## src/rtl/case_sel_arbiter.sv

```systemverilog
`default_nettype none
// ============================================================================
// case_sel_arbiter : 4-way round-robin arbiter with bounded grant tenure
//                    and a registered sel-decoded output mux.
// Revision         : 1.0
// ============================================================================
module case_sel_arbiter #(
    parameter int HOLD = 4
) (
    input  logic       clk,
    input  logic       rst_n,
    input  logic [3:0] req,
    input  logic [3:0] d,
    output logic [3:0] gnt,
    output logic [1:0] sel,
    output logic       busy,
    output logic       a,
    output logic       b
);

    typedef enum logic [0:0] {
        IDLE  = 1'b0,
        GRANT = 1'b1
    } state_t;

    localparam logic [3:0] C_TENURE_LOAD = 4'(HOLD - 1);

    state_t     state_q, state_d;
    logic [3:0] gnt_q, gnt_d;
    logic [1:0] sel_q, sel_d;
    logic       busy_q, busy_d;
    logic       a_q, a_d;
    logic       b_q, b_d;
    logic [3:0] cnt_q, cnt_d;
    logic [1:0] last_q, last_d;

    logic [1:0] w_winner;
    logic       w_found;
    logic [1:0] w_idx;

    // Rotating priority: first set request strictly after the last winner.
    always_comb begin
        w_winner = last_q;
        w_found  = 1'b0;
        w_idx    = 2'd0;
        for (int k = 1; k <= 4; k++) begin
            w_idx = last_q + 2'(k);
            if (!w_found && req[w_idx]) begin
                w_winner = w_idx;
                w_found  = 1'b1;
            end
        end
    end

    always_comb begin
        state_d = state_q;
        gnt_d   = gnt_q;
        sel_d   = sel_q;
        busy_d  = busy_q;
        cnt_d   = cnt_q;
        last_d  = last_q;
        a_d     = 1'b0;
        b_d     = 1'b0;

        case (state_q)
            IDLE: begin
                gnt_d  = 4'b0000;
                busy_d = 1'b0;
                if (w_found) begin
                    state_d = GRANT;
                    gnt_d   = 4'b0001 << w_winner;
                    sel_d   = w_winner;
                    busy_d  = 1'b1;
                    cnt_d   = C_TENURE_LOAD;
                    last_d  = w_winner;
                end
            end
            GRANT: begin
                if (!req[sel_q] || (cnt_q == 4'd0)) begin
                    state_d = IDLE;
                    gnt_d   = 4'b0000;
                    busy_d  = 1'b0;
                end else begin
                    cnt_d = cnt_q - 4'd1;
                end
            end
            default: begin
                state_d = IDLE;
                gnt_d   = 4'b0000;
                busy_d  = 1'b0;
            end
        endcase

        // Mux outputs follow the next-state select so they line up with gnt.
        if (state_d == GRANT) begin
            case (sel_d)
                2'd0:    begin a_d = 1'b0;      b_d = 1'b1;      end
                2'd1:    begin a_d = 1'b1;      b_d = 1'b0;      end
                default: begin a_d = d[sel_d]; b_d = d[sel_d]; end
            endcase
        end
    end

    always_ff @(posedge clk or negedge rst_n) begin
        if (!rst_n) begin
            state_q <= IDLE;
            gnt_q   <= 4'b0000;
            sel_q   <= 2'd0;
            busy_q  <= 1'b0;
            a_q     <= 1'b0;
            b_q     <= 1'b0;
            cnt_q   <= 4'd0;
            last_q  <= 2'd3;
        end else begin
            state_q <= state_d;
            gnt_q   <= gnt_d;
            sel_q   <= sel_d;
            busy_q  <= busy_d;
            a_q     <= a_d;
            b_q     <= b_d;
            cnt_q   <= cnt_d;
            last_q  <= last_d;
        end
    end

    assign gnt  = gnt_q;
    assign sel  = sel_q;
    assign busy = busy_q;
    assign a    = a_q;
    assign b    = b_q;

endmodule
`default_nettype wire

```

## config.mk

```make
export PLATFORM = sky130hd
export DESIGN_NAME = case_sel_arbiter
export DESIGN_NICKNAME = d
export VERILOG_FILES = /design/src/rtl/case_sel_arbiter.sv
export SDC_FILE = /design/constraint.sdc
export NUM_CORES = 1
export LEC_CHECK = 0
export CAP_MARGIN = 40
export CELL_PAD_IN_SITES_DETAIL_PLACEMENT = 2
export CELL_PAD_IN_SITES_GLOBAL_PLACEMENT = 2
export CORE_MARGIN = 1
export CORE_UTILIZATION = 34
export CTS_BUF_LIST = sky130_fd_sc_hd__clkbuf_4
export DETAILED_ROUTE_END_ITERATION = 12
export GPL_TIMING_DRIVEN = 0
export PLACE_DENSITY_LB_ADDON = 0.1
export SYNTH_ARGS = -nofsm -noshare
export SYNTH_HDL_FRONTEND = slang
export SYNTH_SLANG_ARGS = --single-unit
```

## constraint.sdc

```tcl
create_clock -name clk -period 2.92 [get_ports clk]
set_input_delay 0.292 -clock clk [delete_from_list [all_inputs] [get_ports clk]]
set_output_delay 0.292 -clock clk [all_outputs]
set_load 0.005 [all_outputs]
```

==> flow_summary.rst <==
.. list-table::
   :header-rows: 1

   * - Metric
     - Value
   * - Pre-CTS setup slack
     - 0.6552 ns
   * - Cell area after technology mapping
     - 865.8 µm²
   * - Most repeated cell in the gate-level netlist after synthesis
     - sky130_fd_sc_hd__dfrtp_1
   * - Count of yosys warnings during synthesis
     - 0
   * - Max Clk Rate
     - 0.5209 GHz
   * - Final WS setup
     - 1.000 ns
   * - Count of final hold-check violations
     - 0
   * - Cell area after layout
     - 1087 µm²
   * - Lkg Pwr
     - 0.4716 nW
   * - Count of filler cells inserted in the layout
     - 265
   * - CTS clk-pin slew, worst paths
     - 0.09 ns
   * - Dominant cell type by area after synthesis
     - sky130_fd_sc_hd__dfrtp_1
   * - Gates resized, CTS repair
     - 0
   * - Result of the run
     - finished clean
   * - Die width
     - 52.47 µm
   * - Register-to-Register Path Depth
     - 6
   * - Global router's overall resource usage
     - 19.77%
   * - Syn_nets
     - 96
   * - HPWL reported at the end of detailed placement
     - 1692 µm
   * - Total wire length
     - 2203 µm
   * - Critical Path Start Type
     - primary input
   * - Gr ovfl total
     - 0
   * - Flop and latch count out of synthesis
     - 16
   * - Post-Route Skew
     - 0.003929 ns
   * - Number of diodes
     - 0
   * - Clock tree from TritonCTS
     - built
   * - Final number of max-transition violations
     - 0
   * - Slew margin rel.
     - 50.15%
   * - Post-CTS Hold Buffers
     - 0
   * - RSZ-0062 raised after global routing
     - no
   * - Avg Cell Area, Syn
     - 10.31 µm²
   * - Root Buffer Master
     - sky130_fd_sc_hd__clkbuf_4
   * - Tightest Hold Check Type
     - in2async
   * - Async set-reset flop share out of synthesis
     - 100.0%
   * - Number of buffers added by the clock tree synthesis step
     - 3
   * - Number of global-route vias before repair
     - 817
   * - Synthesized netlist cell count
     - 84
   * - Drt via density
     - 5.303
   * - EDFF count, synth
     - 0
   * - Maximum count of clock buffers along a single path
     - 2
   * - Required arrival time at the worst endpoint
     - 3.14 ns
   * - Synth cell types
     - 35
   * - Synthesis-to-finish area growth
     - 25.58%
   * - Mean routed wirelength per cell
     - 16.69 µm
   * - Cell Pwr Density
     - 990.3 nW/µm²
   * - Post-layout instance count excluding filler cells
     - 132
   * - Highest fanout seen on the critical path
     - 9
   * - Number of I/O port buffers
     - 16
   * - Total DRC errors in the routed layout
     - 0
   * - Remaining antenna violation count
     - 0
   * - Peak supply drop
     - 0.5616 mV
   * - Worst-Margin Slew
     - 0.7454 ns
   * - Time the worst path needs with I/O delays and setup
     - 1.920 ns
   * - Clock network latency to the later pin of the worst-skew pair
     - 0.28 ns
   * - Final worst-path cycle share
     - 65.75%
   * - Post-CTS setup buffers
     - 0
   * - IO Count
     - 19
   * - Clock tree sinks
     - 16
   * - Largest cells by area after synthesis
     - sky130_fd_sc_hd__dfrtp_1 (40%), sky130_fd_sc_hd__dfstp_2 (6.1%), sky130_fd_sc_hd__o21ai_0 (4.6%), sky130_fd_sc_hd__a21oi_1 (3.5%), sky130_fd_sc_hd__nand2_1 (3.5%)
   * - Final sum of negative setup slack
     - 0 ns
   * - Number of detailed-routing iterations run before antenna repair
     - 4
   * - Critical path's largest stage delay
     - 0.63 ns
   * - Die outline area
     - 2753 µm²
   * - Cells traversed along the worst timing path
     - clkdlybuf4s50_1, nor4_4, nor2_2, o21ai_0, a211oi_1, a22o_1
   * - Proportion of layout cells with a drive suffix above 1
     - 12.50%
   * - Worst setup path category
     - in2reg
   * - H-tree levels
     - 1
   * - Final estimated routing congestion in global placement
     - 0.7366
   * - Vias
     - 700
   * - CP Data Arrival Time
     - 2.14 ns
   * - Total of endpoints with negative setup slack in the final report
     - 0
   * - Area share of the largest cell type after synthesis
     - 40.46%
   * - Max-cap viol count
     - 0
   * - Critical path endpoint category
     - flip-flop
   * - Height of the die
     - 52.47 µm
   * - Slowest stage cell, crit path
     - sky130_fd_sc_hd__clkdlybuf4s50_1
   * - Placed cells
     - 128
   * - Area post-placement
     - 1061 µm²
   * - Global-route wire length before repair
     - 3981 µm
   * - Maximum number of pins on one net before global-route repair
     - 17
   * - Most common flop cell mapped by yosys
     - sky130_fd_sc_hd__dfrtp_1
   * - Synth top cells by count
     - sky130_fd_sc_hd__dfrtp_1 (14), sky130_fd_sc_hd__nand2_1 (8), sky130_fd_sc_hd__o21ai_0 (8)
   * - Initial antenna violation count
     - 0
   * - Starting density of the core
     - 37.69%
   * - Core outline area
     - 2297 µm²
   * - Placement row count
     - 17
   * - Total Nets Final
     - 117
   * - Part of the Yosys area used for sequential elements
     - 46.53%
   * - First-iteration detailed-routing DRC count
     - 6
logic make-up after synthesis:
group                    after synthesis  synth area share, %
multiplexers                           3                5.347
XOR/XNOR                               2                2.023
flip-flops                            16                46.53
AND/OR/NAND/NOR                       27                17.78
AO/OA/AOI/OAI                         25                19.37
buffers and inverters                  9                6.068
adder cells (fa/ha/maj)                2                2.890
routing by layer:
| layer | routed length [µm] | GRT usage, % |
|---|---|---|
| met5 | 0 | 0 |
| met1 | 1022 | 24.86 |
| met4 | 14 | 2.193 |
| met2 | 1097 | 34.39 |
| met3 | 70 | 5.507 |
cells in the final DEF, fill, tap and decap left out, types with 2 or more instances in the layout:
| master | count |
|---|---|
| sky130_fd_sc_hd__nor3_1 | 4 |
| sky130_fd_sc_hd__ha_1 | 2 |
| sky130_fd_sc_hd__a22o_1 | 2 |
| sky130_fd_sc_hd__xor2_1 | 2 |
| sky130_fd_sc_hd__inv_1 | 6 |
| sky130_fd_sc_hd__nand2_1 | 8 |
| sky130_fd_sc_hd__a21oi_1 | 6 |
| sky130_fd_sc_hd__o21ai_0 | 8 |
| sky130_fd_sc_hd__mux2i_1 | 2 |
| sky130_fd_sc_hd__clkdlybuf4s50_1 | 16 |
| sky130_fd_sc_hd__nand3_1 | 2 |
| sky130_fd_sc_hd__dfrtp_1 | 14 |
| sky130_fd_sc_hd__nor2_1 | 4 |
| sky130_fd_sc_hd__dfstp_2 | 2 |
| sky130_fd_sc_hd__clkbuf_4 | 3 |
per-stage QoR:
stage / hold slack [ns] / util, % / power [mW]
floorplan: -0.003591 / - / 0.7282
global placement: 0.4597 / 46.19 / 0.9328
detailed placement: 0.4717 / 46.19 / 0.9738
CTS: 0.4640 / 47.33 / 1.096
global route: 0.4944 / 47.33 / 1.170
finish: 0.4463 / 47.33 / 1.077
worst max-delay path, delay by kind of cell:
family	cells	cell delay (ns)
simple gates	2	0.49
compound gates	3	0.72
buf+inv	1	0.63
where the power goes:
group | internal, mW | total (mW) | switching [mW]
Combinational | 0.285 | 0.559 | 0.273
Clock | 0.0495 | 0.116 | 0.0664
Sequential | 0.323 | 0.402 | 0.0794
Total | 0.657 | 1.08 | 0.419
area by class of cell:
type | instances | area (µm²) | area share, %
Clock inverter | 1 | 3.754 | 0.3452
Buffer | 2 | 25.02 | 2.302
Sequential cell | 16 | 402.9 | 37.05
Timing Repair Buffer | 16 | 160.2 | 14.73
Inverter | 7 | 27.53 | 2.532
Multi-Input combinational cell | 59 | 410.4 | 37.74
Tap cell | 28 | 35.03 | 3.222
Clock buffer | 3 | 22.52 | 2.071
path summary, 6_finish.rpt:
kind / start / to / slack (ns)
min in group clk: busy / busy / 0.49
min reg2reg: busy / busy / 0.49
max in group asynchronous: rst_n / gnt[2] / 2.01
max: req[3] / gnt[1] / 1.00
min: rst_n / state_q / 0.45
max reg2reg: last_q[0] / a / 1.11
flip-flops by register name, indices dropped and copies added (netlist names):
signal and count:
busy 1, cnt_q 4, sel 2, gnt 4
a 1, state_q 1, last_q 2, b 1
Power figures use the tool's default switching activity.
